<file path="config.mk">
export PLATFORM = sky130hd
export DESIGN_NAME = load_store_unit
export DESIGN_NICKNAME = d
export VERILOG_FILES = /design/src/rtl/load_store_unit_pkg.sv /design/src/rtl/lsu_align.sv /design/src/rtl/load_store_unit.sv
export SDC_FILE = /design/constraint.sdc
export NUM_CORES = 1
export LEC_CHECK = 0
export CAP_MARGIN = 0
export CORE_MARGIN = 8
export CORE_UTILIZATION = 25
export CTS_CLUSTER_DIAMETER = 50
export DETAILED_ROUTE_END_ITERATION = 10
export PLACE_DENSITY = 0.61
export SKIP_LAST_GASP = 1
export SLEW_MARGIN = 0
export SYNTH_ARGS = -nofsm -noshare
export SYNTH_HDL_FRONTEND = slang
export SYNTH_SLANG_ARGS = --single-unit
</file>
<file path="constraint.sdc">
create_clock -name clk -period 3.54 [get_ports clk]
set_input_delay 0.708 -clock clk [delete_from_list [all_inputs] [get_ports clk]]
set_output_delay 0.708 -clock clk [all_outputs]
set_load 0.02 [all_outputs]
</file>
<file path="src/rtl/load_store_unit_pkg.sv">
// Shared definitions for the memory stage: instruction-type codes, access-size
// encodings and the load/store FSM state type.
package load_store_unit_pkg;

    localparam logic [7:0] IS_ALU    = 8'h01;
    localparam logic [7:0] IS_LOAD   = 8'h02;
    localparam logic [7:0] IS_STORE  = 8'h03;
    localparam logic [7:0] IS_BRANCH = 8'h04;
    localparam logic [7:0] IS_JUMP   = 8'h05;

    localparam logic [2:0] F3_B  = 3'b000;
    localparam logic [2:0] F3_H  = 3'b001;
    localparam logic [2:0] F3_W  = 3'b010;
    localparam logic [2:0] F3_BU = 3'b100;
    localparam logic [2:0] F3_HU = 3'b101;

    typedef enum logic [1:0] {
        ST_IDLE     = 2'd0,
        ST_REQ      = 2'd1,
        ST_WAIT_RSP = 2'd2
    } lsu_state_e;

endpackage

</file>
<file path="src/rtl/lsu_align.sv">
// Combinational byte-lane logic: store enables/replication, load shift and
// sign/zero extension, and misalignment / illegal-size detection.
module lsu_align
    import load_store_unit_pkg::*;
#(
    parameter int WIDTH = 32
) (
    input  logic [2:0]       funct3,
    input  logic [1:0]       addr_lo,
    input  logic [WIDTH-1:0] store_data,
    input  logic [WIDTH-1:0] load_word,
    output logic [3:0]       be,
    output logic [WIDTH-1:0] wdata,
    output logic [WIDTH-1:0] load_data,
    output logic             fault
);

    logic [WIDTH-1:0]  shifted;
    logic signed [7:0]  byte_s;
    logic signed [15:0] half_s;

    always_comb begin
        shifted   = load_word >> {addr_lo, 3'b000};
        byte_s    = shifted[7:0];
        half_s    = shifted[15:0];
        be        = 4'b0000;
        wdata     = store_data;
        load_data = load_word;
        fault     = 1'b0;
        case (funct3)
            F3_B, F3_BU: begin
                be    = 4'b0001 << addr_lo;
                wdata = {4{store_data[7:0]}};
                if (funct3 == F3_B) load_data = WIDTH'(byte_s);
                else                load_data = WIDTH'(shifted[7:0]);
            end
            F3_H, F3_HU: begin
                be    = 4'b0011 << addr_lo;
                wdata = {2{store_data[15:0]}};
                fault = addr_lo[0];
                if (funct3 == F3_H) load_data = WIDTH'(half_s);
                else                load_data = WIDTH'(shifted[15:0]);
            end
            F3_W: begin
                be    = 4'b1111;
                fault = (addr_lo != 2'b00);
            end
            default: fault = 1'b1;
        endcase
    end

endmodule

</file>
<file path="src/rtl/load_store_unit.sv">
// Memory stage: passes ALU results through in one cycle, or performs a single
// data-memory load/store via valid/ready and returns the aligned result.
module load_store_unit
    import load_store_unit_pkg::*;
#(
    parameter int WIDTH            = 32,
    parameter int REG_WIDTH        = 5,
    parameter int INSTR_TYPE_WIDTH = 8
) (
    input  logic                        clk,
    input  logic                        reset,
    input  logic                        in_valid,
    output logic                        in_ready,
    input  logic [INSTR_TYPE_WIDTH-1:0] instr_type,
    input  logic [2:0]                  funct3,
    input  logic [WIDTH-1:0]            alu_result,
    input  logic [WIDTH-1:0]            rs2,
    input  logic [REG_WIDTH-1:0]        rd,
    input  logic                        rd_we,
    output logic                        mem_req_valid,
    input  logic                        mem_req_ready,
    output logic                        mem_req_we,
    output logic [WIDTH-1:0]            mem_req_addr,
    output logic [WIDTH-1:0]            mem_req_wdata,
    output logic [3:0]                  mem_req_be,
    input  logic                        mem_rsp_valid,
    input  logic [WIDTH-1:0]            mem_rsp_rdata,
    output logic                        out_valid,
    output logic [REG_WIDTH-1:0]        out_rd,
    output logic [WIDTH-1:0]            out_data,
    output logic                        out_we,
    output logic                        out_fault
);

    lsu_state_e             state, state_next;
    logic                   is_store_r, rd_we_r;
    logic [2:0]             funct3_r;
    logic [WIDTH-1:0]       addr_r, rs2_r;
    logic [REG_WIDTH-1:0]   rd_r;

    logic                   accept, is_mem_in, in_idle, in_req;
    logic [2:0]             al_funct3;
    logic [1:0]             al_addr_lo;
    logic [3:0]             al_be;
    logic [WIDTH-1:0]       al_wdata, al_load;
    logic                   al_fault;

    logic                   out_valid_n, out_we_n, out_fault_n;
    logic [WIDTH-1:0]       out_data_n;
    logic [REG_WIDTH-1:0]   out_rd_n;

    assign in_idle   = (state == ST_IDLE);
    assign in_req    = (state == ST_REQ);
    assign in_ready  = in_idle && !reset;
    assign accept    = in_valid && in_ready;
    assign is_mem_in = (instr_type == IS_LOAD) || (instr_type == IS_STORE);

    // Fault check must see the live operands at acceptance; afterwards the
    // registered copies drive lanes and load alignment.
    assign al_funct3  = in_idle ? funct3 : funct3_r;
    assign al_addr_lo = in_idle ? alu_result[1:0] : addr_r[1:0];

    lsu_align #(.WIDTH(WIDTH)) u_align (
        .funct3     (al_funct3),
        .addr_lo    (al_addr_lo),
        .store_data (rs2_r),
        .load_word  (mem_rsp_rdata),
        .be         (al_be),
        .wdata      (al_wdata),
        .load_data  (al_load),
        .fault      (al_fault)
    );

    assign mem_req_valid = in_req;
    assign mem_req_we    = in_req && is_store_r;
    assign mem_req_addr  = in_req ? {addr_r[WIDTH-1:2], 2'b00} : '0;
    assign mem_req_be    = in_req ? al_be : 4'b0000;
    assign mem_req_wdata = in_req ? al_wdata : '0;

    always_comb begin
        state_next  = state;
        out_valid_n = 1'b0;
        out_we_n    = 1'b0;
        out_fault_n = 1'b0;
        out_data_n  = out_data;
        out_rd_n    = out_rd;
        case (state)
            ST_IDLE: begin
                if (accept) begin
                    if (!is_mem_in) begin
                        out_valid_n = 1'b1;
                        out_data_n  = alu_result;
                        out_rd_n    = rd;
                        out_we_n    = rd_we;
                    end else if (al_fault) begin
                        out_valid_n = 1'b1;
                        out_fault_n = 1'b1;
                        out_data_n  = '0;
                        out_rd_n    = rd;
                    end else begin
                        state_next = ST_REQ;
                    end
                end
            end
            ST_REQ: begin
                if (mem_req_ready) begin
                    if (is_store_r) begin
                        out_valid_n = 1'b1;
                        out_data_n  = '0;
                        out_rd_n    = rd_r;
                        state_next  = ST_IDLE;
                    end else begin
                        state_next = ST_WAIT_RSP;
                    end
                end
            end
            ST_WAIT_RSP: begin
                if (mem_rsp_valid) begin
                    out_valid_n = 1'b1;
                    out_data_n  = al_load;
                    out_rd_n    = rd_r;
                    out_we_n    = rd_we_r;
                    state_next  = ST_IDLE;
                end
            end
            default: state_next = ST_IDLE;
        endcase
    end

    always_ff @(posedge clk) begin
        if (reset) begin
            state      <= ST_IDLE;
            out_valid  <= 1'b0;
            out_we     <= 1'b0;
            out_fault  <= 1'b0;
            out_data   <= '0;
            out_rd     <= '0;
            is_store_r <= 1'b0;
            rd_we_r    <= 1'b0;
            funct3_r   <= 3'b000;
            addr_r     <= '0;
            rs2_r      <= '0;
            rd_r       <= '0;
        end else begin
            state     <= state_next;
            out_valid <= out_valid_n;
            out_we    <= out_we_n;
            out_fault <= out_fault_n;
            out_data  <= out_data_n;
            out_rd    <= out_rd_n;
            if (accept) begin
                is_store_r <= (instr_type == IS_STORE);
                rd_we_r    <= rd_we;
                funct3_r   <= funct3;
                addr_r     <= alu_result;
                rs2_r      <= rs2;
                rd_r       <= rd;
            end
        end
    end

endmodule

</file>
==> results.cfg, run 1 <==
[outcome]
status = completed

[layout]
drive_gt1_frac = 0.0992
num-fill-cells = 2507
nNetsFinal = 1127
syn2layout_area_growth_pct = 53.0
n_antenna_cell = 0

[global_route]
grt-ovfl-total = 0
grt_pass1_wl_um = 38700
grt_usage = 0.163
grt_max_degree = 92
grt_pass1_vias = 6427
antenna_found_initial = 0

[clock_tree]
cts_max_level = 4
path_clk_slew_ps = 60
cts_hold_buf = 0
ctsRootBufferMaster = clkbuf_16
insertion_delay_ps = 420
clockBufferDepth = 2
cts_tree = yes
cts_sinks = 116
cts_made_buffers = 17

[floorplan]
die_x_um = 173
ios = 229
start_util = 0.254
core_area_um2 = 24300
die_h_um = 173
die_area_um2 = 30000
rows = 57

[setup_path]
worstReg2RegStart = state[1]
critPathCapture = mem_req_wdata[31]
arrival_ps = 2800
reg2reg_to = out_data[28]
cp-start-kind = input pin
critPathLaunch = funct3[0]
endpoint_kind = primary output
worstPathRequired_ps = 2830
crit_type = in -> out
reg2reg_slack_ps = 510
path_max_fanout = 9
ff2ff_path_depth = 9

[flow_run]
maxCapViolations = 0

[detailed_routing]
route.vias.total = 6380
drtIter0Drc = 475
dr.max_layer_used = met4
met3_length_um = 2070
wl_per_cell_um = 18.8
viasPerCell = 4.75
firstDrtPassIters = 5
detail-route-antenna-nets = 0
routed_wl_um = 25200
route.detailed.drc = 0
wl_met2_um = 11400
wl_met1_um = 11500

[place]
gp_congestion = 0.879
dp_hpwl_um = 18600
portBuffers = 226
dp_slack_ps = 58.3

[yosys]
synth_cells = 800
synth_top_area_cell = dfxtp_1
netlist_area_um2 = 6190
ys.flop_type = dfxtp_1
ys_ff_latch = 116
synth_edf_count = 0
seq_area_frac_synth = 0.375
async_flop_share = 0
ys_top_cells_by_area = dfxtp_1 (38%), nand2_1 (13%), nand3b_1 (8.9%)
synth_common_cells = nand2_1 (211), dfxtp_1 (116), nand3b_1 (73)
yosys_warnings = 0
synth_top_area_frac = 0.375
synth.distinct_cells = 43
synthMostInstantiatedCell = nand2_1
avgSynthCellArea_um2 = 7.74

[power]
power.total_mw = 3.80
power_leakage_nw = 3.87
peakVddDrop_mv = 0.217
power_density_nw_per_um2 = 402

[timing]
hold_viol_final = 0
tightest_slew_ps = 1000
slew_headroom = 0.331
whs_ps = 461
setup_ws_ps = 31.0
max_clock_freq_ghz = 0.285
min_period_ps = 3510
fin_worst_skew_ps = 10.9
slew_viol_final = 0
setup_violations = 0
fin_crit_sh = 0.991

[worst_hold_path]
hp-class = reg -> reg
==> metrics by stage <==
| step | cell area (µm²) | setup TNS [ps] | instances | util |
|---|---|---|---|---|
| after floorplan | 6190 | 0 | 801 | - |
| after global placement | 8800 | 0 | 1308 | 0.362 |
| after global routing | 9470 | -43.2 | 1342 | 0.389 |
| after CTS | 9430 | 0 | 1342 | 0.388 |
| final | 9470 | 0 | 1342 | 0.389 |
| after detailed placement | 8800 | 0 | 1308 | 0.362 |
==> worst max-delay path, stage by stage <==
cell and delay (ps):
clkdlybuf4s50_1 510, mux2i_1 260, buf_4 200, nand2_1 70, a311oi_1 360, clkdlybuf4s50_1 690
==> kinds of logic after synthesis <==
kind of cell | Yosys count | share of synthesized area
and+or+nand+nor | 405 | 0.317
AOI/OAI and AO/OA | 169 | 0.191
DFF | 116 | 0.375
buffers and inverters | 73 | 0.0509
muxes | 32 | 0.0576
adders and majority gates | 4 | 0.00809
other | 1 | 0.000606
==> per-layer routing <==
metal	track usage	up-vias
met1	0.208	2992
met5	0	-
met3	0.0588	15
li1	-	3159
met4	0.0381	0
met2	0.256	214
==> placed cells by master, fill, tap and decap left out, types with 18 or more instances in the layout <==
| cell | instances |
|---|---|
| o21ai_0 | 18 |
| a21oi_1 | 57 |
| and2_1 | 40 |
| buf_4 | 29 |
| dfxtp_1 | 116 |
| nand2_1 | 210 |
| nand3b_1 | 73 |
| a211oi_1 | 26 |
| nor2_1 | 55 |
| clkdlybuf4s50_1 | 208 |
==> sequential cells by signal, indices dropped and copies added (netlist names) <==
register / cells
out_we: 1
addr_r: 32
out_rd: 5
rd_we_r: 1
out_data: 32
out_fault: 1
is_store_r: 1
rs2_r: 32
out_valid: 1
state: 2
funct3_r: 3
rd_r: 5
==> power by group <==
group	leakage [nW]	switching, mW	total, mW	internal (mW)
clock	0.292	0.705	1.76	1.06
combinational	2.62	0.295	0.584	0.289
sequential	0.958	0.0619	1.46	1.39
==> worst min path at each step <==
| stage | depth (start not counted) | to | startpoint |
|---|---|---|---|
| 3_5_place_dp | 2 | rd_we_r | rd_we_r |
| 4_1_cts | 2 | rd_we_r | rd_we_r |
| 2_1_floorplan | 2 | rd_we_r | rd_we_r |
| 5_1_grt | 2 | addr_r[3] | addr_r[3] |
| 3_3_place_gp | 2 | rd_we_r | rd_we_r |
| 6_report | 2 | rd_we_r | rd_we_r |
==> cell type report <==
| type | count | area, µm² | area share |
|---|---|---|---|
| Multi-Input combinational cell | 612 | 3590 | 0.379 |
| Inverter | 4 | 15.0 | 0.00159 |
| Clock inverter | 15 | 171 | 0.0181 |
| Clock buffer | 17 | 425 | 0.0449 |
| Timing Repair Buffer | 254 | 2540 | 0.269 |
| Tap cell | 324 | 405 | 0.0428 |
| Sequential cell | 116 | 2320 | 0.245 |
==> what timing repair did <==
| item | 4_1_cts | 5_1_grt |
|---|---|---|
| buffers inserted | 2 | 0 |
| cloned | 0 | 0 |
| endpoints found under the setup margin | 25 | 18 |
| resized for setup | 1 | 14 |
Power figures use the tool's default switching activity.
==> inputs of run 2 (changes only) <==
- PLACE_DENSITY: 0.61 -> 0.6
- SYNTH_HIERARCHICAL: not set -> 1
==> run 2 against run 1 <==
Register-to-register slack got worse by 140 ps. Highest routed layer unchanged. Largest cell class unchanged. Routed wire length rose by 5.7%. Largest power group unchanged. Fmax rose by 2.8%.
==> results.cfg, run 2 <==
[detailed_routing]
detail-route-antenna-nets = 0
wl_per_cell_um = 17.9
route.detailed.drc = 0
viasPerCell = 4.57
drtIter0Drc = 315
route.vias.total = 6794
firstDrtPassIters = 4
routed_wl_um = 26600

[yosys]
synthMostInstantiatedCell = nand2_1
synth.distinct_cells = 49
avgSynthCellArea_um2 = 7.71
yosys_warnings = 6
synth_cells = 906
ys_top_cells_by_area = dfxtp_1 (33%), nand2_1 (11%), nand3_1 (7.0%)
ys_ff_latch = 116
synth_top_area_cell = dfxtp_1
synth_edf_count = 0
async_flop_share = 0
ys.flop_type = dfxtp_1
netlist_area_um2 = 6990
seq_area_frac_synth = 0.332
synth_common_cells = nand2_1 (198), dfxtp_1 (116), nand3_1 (98)
synth_top_area_frac = 0.332

[place]
place_inst = 1455
portBuffers = 226
dp_hpwl_um = 19400
gp_congestion = 0.850

[global_route]
grt_pass1_vias = 6834
grt_max_degree = 75
grt_pass1_wl_um = 40600
grt-ovfl-total = 0
antenna_found_initial = 0
grt_usage = 0.154

[floorplan]
core_area_um2 = 27600
die_h_um = 183
start_util = 0.253
die_area_um2 = 33500
ios = 229
rows = 61
die_x_um = 183

[timing]
slew_viol_final = 0
rsz0062_at_grt = no
max_clock_freq_ghz = 0.293
finalSetupTns_ps = 0
hold_viol_final = 0
whs_ps = 448
slew_headroom = 0.412
min_period_ps = 3410
setup_violations = 0
fin_crit_sh = 0.964
fin_worst_skew_ps = 15.5
tightest_slew_ps = 882

[setup_path]
cp-start-kind = flip-flop
endpoint_kind = primary output
worstPathRequired_ps = 2830
slowest_stage = clkdlybuf4s50_1
path_max_fanout = 7
arrival_ps = 2700
crit_type = reg -> out
cpPeakStageDelay_ps = 560
cpMostUsedCell = mux2_2
crit_chain = inv_1 > ha_4 > mux2_2 > buf_4 > mux2_2 > and2_1 > clkdlybuf4s50_1

[clock_tree]
post_cts_buffers = 0
cts_made_buffers = 17
cts_hold_buf = 0
insertion_delay_ps = 420
cts_sinks = 116
ctsRootBufferMaster = clkbuf_16
cts_max_level = 4
clockBufferDepth = 2
cts_tree = yes
path_clk_slew_ps = 60

[power]
power.total_mw = 3.67
power_density_nw_per_um2 = 362
power_leakage_nw = 4.41
peakVddDrop_mv = 0.210

[layout]
layout_common_cells = clkdlybuf4s50_1 (204), nand2_1 (198), dfxtp_1 (116)
regArea_um2 = 2320
largestRegisters = addr_r (32), out_data (32), rs2_r (32)
layout_commonest_cell = clkdlybuf4s50_1
drive_gt1_frac = 0.122
multi_input_area_um2 = 4220
finalNonFillerCells = 1486
num-fill-cells = 2907
syn2layout_area_growth_pct = 45.2
n_antenna_cell = 0
nNetsFinal = 1218
post-route-util = 0.367

[worst_hold_path]
hp-class = reg -> reg

[flow_run]
maxCapViolations = 0

[outcome]
status = completed
-- run 2: what timing repair did --
action | in CTS | in global routing
pin swaps | 0 | 0
endpoints found under the hold margin | 0 | 0
gates resized for setup | 14 | 10
setup endpoints to repair | 20 | 9
-- run 2: layer usage --
layer	up-vias	GRT usage	wire length [µm]
met5	-	0	0
met4	0	0.0390	435
met3	23	0.0532	2060
met2	220	0.251	12300
met1	3169	0.192	11800
li1	3382	-	-
-- run 2: path summary, 6_finish.rpt --
check / from / depth (start not counted) / endpoint / slack [ps]
worst max-delay path: state[0] / 7 / mem_req_wdata[20] / 130
worst min register to register: addr_r[13] / 2 / addr_r[13] / 450
worst min-delay path: addr_r[13] / 2 / addr_r[13] / 450
worst max register to register: state[0] / 11 / out_data[8] / 370
-- run 2: final cells by class --
| cell class | count | area share |
|---|---|---|
| Inverter | 9 | 0.00333 |
| Timing Repair Buffer | 257 | 0.253 |
| Sequential cell | 116 | 0.229 |
| Clock buffer | 21 | 0.0434 |
| Clock inverter | 10 | 0.00851 |
| Tap cell | 378 | 0.0466 |
| Multi-Input combinational cell | 695 | 0.416 |
-- run 2: logic make-up after synthesis --
logic type	share of synthesized area
compound gates	0.0924
fa+ha+maj	0.00716
buf+inv	0.0681
flops	0.332
mux	0.148
other cells	0.000537
simple gates	0.351
-- run 2: metrics by stage --
stage | worst slack (ps) | area (µm²)
after global routing | 14.3 | 10100
after detailed placement | -75.5 | 9580
after CTS | 6.02 | 10100
final | 127 | 10100
after global placement | -14.6 | 9580
after floorplan | 244 | 6990
-- run 2: report_power, final --
| part | leakage (nW) | total [mW] | switching [mW] | internal [mW] |
|---|---|---|---|---|
| Combinational | 3.20 | 0.641 | 0.314 | 0.327 |
| Sequential | 0.956 | 1.44 | 0.0525 | 1.39 |
| Clock | 0.252 | 1.59 | 0.634 | 0.954 |
| Total | 4.41 | 3.67 | 1.00 | 2.67 |
-- run 2: worst max-delay path: cells and delay by family, from the launching register on --
kind / cells / cell delay [ps]
buf+inv: 3 / 870
mux: 2 / 670
flops: 1 / 340
fa+ha+maj: 1 / 240
simple gates: 1 / 150
